$ cat src/rtl/alu_pkg.sv
// Shared types for the ALU sequencer: operation encodings and sequencer states.
package alu_pkg;

  typedef enum logic [1:0] {
    ADD = 2'b00,
    SUB = 2'b01,
    MOD = 2'b10,
    RSV = 2'b11
  } alu_op_t;

  typedef enum logic [2:0] {
    IDLE     = 3'd0,
    EXEC     = 3'd1,
    MX_START = 3'd2,
    MX_WAIT  = 3'd3,
    RESP     = 3'd4
  } seq_state_t;

endpackage

$ cat src/rtl/cycle_counter.sv
// Saturating wait counter with clear/enable; tc flags the enabled cycle whose
// increment brings the count up to TIMEOUT.
module cycle_counter #(
  parameter int TIMEOUT = 1023,
  parameter int CW      = $clog2(TIMEOUT + 1)
) (
  input  logic clk,
  input  logic rst,
  input  logic clr,
  input  logic en,
  output logic tc
);

  localparam logic [CW:0] LIMIT = (CW + 1)'(TIMEOUT);

  logic [CW-1:0] count;
  logic [CW:0]   count_inc;

  assign count_inc = {1'b0, count} + 1'b1;
  assign tc        = en && (count_inc == LIMIT);

  // NOTE: sequential state uses non-blocking assignments only, so every flop
  // samples the pre-edge values regardless of process ordering.
  always_ff @(posedge clk) begin
    if (!rst) begin
      count <= '0;
    end else if (clr) begin
      count <= '0;
    end else if (en && ({1'b0, count} != LIMIT)) begin
      // Saturate at TIMEOUT rather than wrap.
      count <= count_inc[CW-1:0];
    end
  end

endmodule

$ cat src/rtl/alu_sequencer.sv
// Issue-stage sequencer: registers an operation for the ALU, waits for the
// result (fixed latency or mod-exp handshake with timeout) and holds it until taken.
module alu_sequencer
  import alu_pkg::*;
#(
  parameter int ARQ     = 16,
  parameter int TIMEOUT = 1023
) (
  input  logic           clk,
  input  logic           rst,
  input  logic           in_valid,
  output logic           in_ready,
  input  logic [1:0]     in_op,
  input  logic [ARQ-1:0] in_d1,
  input  logic [ARQ-1:0] in_d2,
  input  logic [ARQ-1:0] in_d3,
  output logic [ARQ-1:0] alu_data1,
  output logic [ARQ-1:0] alu_data2,
  output logic [ARQ-1:0] alu_data3,
  output logic [1:0]     alu_ctrl,
  input  logic [ARQ-1:0] alu_result,
  input  logic           alu_z,
  output logic           mx_start,
  input  logic           mx_done,
  output logic           out_valid,
  input  logic           out_ready,
  output logic [ARQ-1:0] out_result,
  output logic           out_z,
  output logic           out_err,
  output logic           busy
);

  seq_state_t state, state_next;
  logic       accept;
  logic       cap_alu;
  logic       cap_err;
  logic       wait_tc;

  cycle_counter #(
    .TIMEOUT (TIMEOUT)
  ) u_wait_cnt (
    .clk (clk),
    .rst (rst),
    .clr (state == MX_START),
    .en  (state == MX_WAIT),
    .tc  (wait_tc)
  );

  // in_ready is a flop, so accept depends only on in_valid and registered state.
  assign accept = in_valid && in_ready;

  // NOTE: every always_comb output gets a default first so no path can infer a latch.
  always_comb begin
    state_next = state;
    cap_alu    = 1'b0;
    cap_err    = 1'b0;
    case (state)
      IDLE: begin
        if (accept) begin
          case (alu_op_t'(in_op))
            ADD, SUB: state_next = EXEC;
            MOD:      state_next = MX_START;
            default: begin
              state_next = RESP;
              cap_err    = 1'b1;
            end
          endcase
        end
      end
      EXEC: begin
        cap_alu    = 1'b1;
        state_next = RESP;
      end
      MX_START: state_next = MX_WAIT;
      MX_WAIT: begin
        // Completion takes priority over a coincident timeout.
        if (mx_done) begin
          cap_alu    = 1'b1;
          state_next = RESP;
        end else if (wait_tc) begin
          cap_err    = 1'b1;
          state_next = RESP;
        end
      end
      RESP: begin
        if (out_ready) state_next = IDLE;
      end
      default: state_next = IDLE;
    endcase
  end

  always_ff @(posedge clk) begin
    if (!rst) state <= IDLE;
    else      state <= state_next;
  end

  // NOTE: the datapath registers are explicitly reset because their values are
  // visible on ports during and right after reset.
  always_ff @(posedge clk) begin
    if (!rst) begin
      in_ready   <= 1'b0;
      alu_data1  <= '0;
      alu_data2  <= '0;
      alu_data3  <= '0;
      alu_ctrl   <= '0;
      out_result <= '0;
      out_z      <= 1'b0;
      out_err    <= 1'b0;
    end else begin
      in_ready <= (state_next == IDLE);
      if (accept) begin
        alu_data1 <= in_d1;
        alu_data2 <= in_d2;
        alu_data3 <= in_d3;
        alu_ctrl  <= in_op;
      end
      if (cap_alu) begin
        out_result <= alu_result;
        out_z      <= alu_z;
        out_err    <= 1'b0;
      end else if (cap_err) begin
        out_result <= '0;
        out_z      <= 1'b0;
        out_err    <= 1'b1;
      end
    end
  end

  assign mx_start  = (state == MX_START);
  assign out_valid = (state == RESP);
  assign busy      = (state != IDLE);

endmodule

$ cat config.mk
export PLATFORM = sky130hd
export DESIGN_NAME = alu_sequencer
export DESIGN_NICKNAME = d
export VERILOG_FILES = /design/src/rtl/alu_pkg.sv /design/src/rtl/cycle_counter.sv /design/src/rtl/alu_sequencer.sv
export SDC_FILE = /design/constraint.sdc
export NUM_CORES = 1
export LEC_CHECK = 0
export BUFFER_PORTS_ARGS = -buffer_cell sky130_fd_sc_hd__buf_4
export CAP_MARGIN = 20
export CORE_MARGIN = 2
export CORE_UTILIZATION = 30
export CTS_CLUSTER_SIZE = 20
export DETAILED_ROUTE_END_ITERATION = 8
export SYNTH_ARGS = -nofsm -noshare
export SYNTH_HDL_FRONTEND = slang
export SYNTH_HIERARCHICAL = 1
export SYNTH_SLANG_ARGS = --single-unit
export TNS_END_PERCENT = 30
$ cat constraint.sdc
create_clock -name clk -period 3.15 [get_ports clk]
set_clock_uncertainty 0.2 [all_clocks]
set_input_delay 0.7875 -clock clk [delete_from_list [all_inputs] [get_ports clk]]
set_output_delay 0.7875 -clock clk [all_outputs]
set_load 0.05 [all_outputs]
* After elaboration in Yosys (flattened, before gate mapping)
Index checks and enable logic that the tools add are counted.
Word-level totals: logic and storage cells 49, input bits 72, register bits after elaboration 82, output and inout bits 72
Cells by class: reduce and logical (&&, ||, !) cells 12, equal/unequal tests 8, add/subtract/negate cells 1, mux-type cells 17, bitwise gates (word level) 1
Operators with widths (number):
- $mux W16 | 2
- $pmux W3 S5 | 1
- $mux W3 | 4
- $add A10 B1 Y11 const B | 1
- $eq A11 B10 Y1 const B | 1
- $ne A10 B10 Y1 const B | 1
- $mux W1 | 7
- $eq A3 B2 Y1 const B | 2
- $logic_not A3 Y1 | 2
- $pmux W3 S2 | 1
- $reduce_or A2 Y1 | 3
- $pmux W1 S2 | 2
- $eq A3 B1 Y1 const B | 1
- $eq A3 B3 Y1 const B | 1
- $logic_and A1 B1 Y1 | 3
- $reduce_bool A3 Y1 | 1
- $reduce_or A3 Y1 | 1
- $eq A2 B1 Y1 const B | 1
- $eq A2 B2 Y1 const B | 1
- $logic_not A2 Y1 | 1
- $reduce_bool A2 Y1 | 1
- $not A1 Y1 | 1

* Depth between registers and ports, before layout
word-level depth 8, gate-level depth with buffers 9, depth with buffers taken out 7

* Hierarchy
The synthesis kept the hierarchy.
By module, submodules not included:
- alu_sequencer | instances 1, sequential area each 1441.4 µm², cells each 330, area each 2745.1 µm²
- cycle_counter | instances 1, sequential area each 200.2 µm², cells each 69, area each 609.3 µm²

* Least setup slack after synthesis
Ideal clock, no wire load.
kind register -> output, start register state[2], end output port out_valid, required time 2.162 ns, arrival 1.596 ns, setup slack 0.567 ns, path buffers 0, cell stages (with the launch flop) 2, path through dfxtp_1 > nor3b_1
Between the ends: cells in the longest elaborated chain, start to end 1
RTL lines:
- start, declared | line alu_sequencer.sv:33 | seq_state_t state, state_next;
- start signal, assigned | line alu_sequencer.sv:94 | else state <= state_next;
- $eq A3 B3 Y1 | line alu_sequencer.sv:130 | assign out_valid = (state == RESP);
- end, declared | line alu_sequencer.sv:25 | output logic out_valid,
No other way between the ends.

* Worst setup path after layout
start register state[1], end register out_result[10]
Between the ends: cells in the longest elaborated chain, start to end 6, elaborated cells on any way between the ends 10, those cells by class eq/ne: 2; mux: 5; reduce/logical: 3
RTL lines:
- $eq A3 B2 Y1 | line alu_sequencer.sv:45 | .en (state == MX_WAIT),
- $logic_and A1 B1 Y1 | line cycle_counter.sv:20 | assign tc = en && (count_inc == LIMIT);
- named net wait_tc | line alu_sequencer.sv:37 | logic wait_tc;
- $mux W1 | line alu_sequencer.sv:80 | end else if (wait_tc) begin
- $mux W1 | line alu_sequencer.sv:77 | if (mx_done) begin
- $pmux W1 S2 | line alu_sequencer.sv:57 | case (state)
- $reduce_bool A2 Y1 (no source line)
- end signal, assigned | line alu_sequencer.sv:118 | out_result <= alu_result;
- end, declared | line alu_sequencer.sv:27 | output logic [ARQ-1:0] out_result,
The timed path passes the listed nets, and every way through them passes these cells. A chain may end at the register's enable or synchronous reset.

==> qor.txt <==
Hold Path Class: reg -> reg
clock root cell: clkbuf_8
final non-filler cell total: 674
final setup fails: 0
Final Hold Fails: 0
Max-Cap Viols: 0
DR WL/cell: 13.5 um
Post-CTS Setup Inserts: 0
unrepaired setup endpoints after global routing: false
dpl hpwl: 6370 um
placed cell count: 658
cell taking the most area after synthesis: dfxtp_1
# DRC: 0
gpl congestion: 0.816
die width: 110 um
via count: 3240
buffers plus inverters on the worst setup path: 1
Starting Density: 0.308
slowest stage delay, CP: 460 ps
die height: 110 um
CP Class: reg -> reg
final WL: 9080 um
n_diodes: 0
cell family with most CP delay: simple AND/OR/NAND/NOR gates
R2R Path Start: state[1]$_SDFF_PN0_
aggregate negative setup slack: 0 ps
vias in the first global route: 3131
Top FF cell, synth: dfxtp_1
Clock transition at path regs: 100 ps
PostCTS Resize Cnt: 0
PwrDens: 528 mW/mm2
count leader, synth: nand2_1
Final Max Tran Viols: 0
sequential element share of the synthesized area: 0.489
FMAX: 0.395 GHz
Post-synth EDFFs: 0
Port-buffer cells: 143
initial antenna violation count: 0
worst setup path start: state[1]$_SDFF_PN0_
CTS Buf Count: 9
Worst R2R Setup Slack: 620 ps
Worst path depth: 7
Synth cell types: 46
fin area: 0.00474 mm2
Mapped Nets: 473
critical-path maximum fanout: 18
Mapped Area: 0.00335 mm2
HP Start: alu_data2[2]$_SDFFE_PN0P_
Critical Path, Cell by Cell: nor2b_1 -> and2_1 -> o31ai_2 -> a2111oi_2 -> and4b_1 -> buf_4 -> o41ai_1
Area Growth Syn to Fin: 41.3%
Arr. time, crit path: 2540 ps
Routed Antenna Nets: 0
worst path required time: 3160 ps
Avg Vias per Cell: 4.81
GR Util All Layers: 0.153
pin count of the biggest net entering global routing: 53
worst vdd ir: 244 uV
period utilisation layout: 0.804
worst skew pair latency: 340 ps
DRT Pass-1 Iters: 4
Critical Path Slowest Stage Cell: a2111oi_2
Lkg Pwr: 1.96 nW
Overflow after GRT: 0
row count: 38
initial DRC count: 164
ys async rst share: 0
buffers from clock root to sink, at most: 2
Worst-Margin Slew: 811 ps
Ys Warns: 6
core area: 0.0109 mm2
fin crit period: 2530 ps
flops & latches, synth: 82
worst hold path cell count: 2
fraction of layout cells with a size suffix above 1: 0.333
Synth top area share: 0.489
hold-fix buffer count after cts: 0
worst reg-to-reg path cell count: 7
first-pass GRT wire length: 14600 um
outcome: finished, final reports clean
Fillers: 1082
crit path capture type: flip-flop
die area: 0.0120 mm2
Post-synth top cells: nand2_1 (106), dfxtp_1 (82), a21oi_1 (55)
Area contributors post-synth: dfxtp_1 (49%), nand2_1 (12%), a21oi_1 (8.2%)
CTS tree: yes
I/O pin count: 144
syn_area_per_cell: 8.41 um2
Slew headroom: 0.457
clock sink count: 82
synthesized netlist cell count: 399
fin nets: 603
CP Launch Type: flip-flop
DP Area: 0.00449 mm2
H-tree levels: 3
-- registers in the layout, indices dropped and copies added, names as in the netlist --
name              flops
out_z                 1
alu_data2            16
alu_ctrl              2
in_ready              1
state                 3
out_err               1
out_result           16
u_wait_cnt/count     10
alu_data1            16
alu_data3            16
-- metal layers --
layer / GRT usage / vias to the layer above / share of wire
met4: 0.0470 / 0 / 0.0067
met5: 0 / - / 0
li1: - / 1635 / -
met3: 0.0504 / 7 / 0.077
met2: 0.252 / 114 / 0.48
met1: 0.189 / 1484 / 0.43
-- per-stage QoR --
stage / util / hold slack (ps) / total power, mW / setup WS [ps]
3_3_place_gp: 0.412 / 243 / 1.59 / 772
4_1_cts: 0.435 / 262 / 2.53 / 661
2_1_floorplan: - / 291 / 1.42 / 567
5_1_grt: 0.435 / 277 / 2.61 / 468
6_report: 0.435 / 261 / 2.50 / 619
3_5_place_dp: 0.412 / 250 / 1.59 / 665
-- cell usage in the layout, fill, tap and decap left out, types with 3 or more instances in the layout --
cell type,instances
o41ai_1,14
nor2b_1,4
xnor2_1,7
nand2b_1,3
clkbuf_8,9
a211oi_1,6
dfxtp_1,82
nand4_1,21
nor2_1,9
a21oi_1,55
bufinv_16,3
nand2_1,105
nor3_1,3
buf_4,149
inv_1,20
o41ai_2,3
-- tightest hold or removal path, delay by kind of cell (launching register included) --
family          cells  cell delay (ps)
simple gates        1               50
compound gates      1               50
flops               1              320
-- final cells by class --
class / count / area [um2] / share of cell area
flip-flops and latches: 82 / 1640 / 0.346
clock buffers: 9 / 124 / 0.0261
inverters: 22 / 82.6 / 0.0174
multi-input cells: 265 / 1470 / 0.311
well taps: 140 / 175 / 0.0370
clock inverters: 7 / 125 / 0.0264
repair buffers: 149 / 1120 / 0.236
-- power by group --
group	total, mW	leakage, nW	switching (mW)	internal, mW
Sequential	1.11	0.666	0.0266	1.08
Combinational	0.455	1.17	0.298	0.156
Clock	0.937	0.118	0.402	0.535
-- final timing paths --
kind / endpoint
max: out_result[10]$_SDFFE_PN0P_
min: alu_data2[2]$_SDFFE_PN0P_
max reg2reg: out_result[10]$_SDFFE_PN0P_
min reg2reg: alu_data2[2]$_SDFFE_PN0P_
-- logic make-up (layout without fill, tap and decap cells) --
group           after synthesis  after routing  synth area share
flops                        82             82             0.489
fa+ha+maj                     2              2           0.00746
simple gates                165            165             0.233
buf+inv                      52            187            0.0727
compound gates               91             91             0.179
xor+xnor                      7              7            0.0183
(Power assumes the default switching activity.)
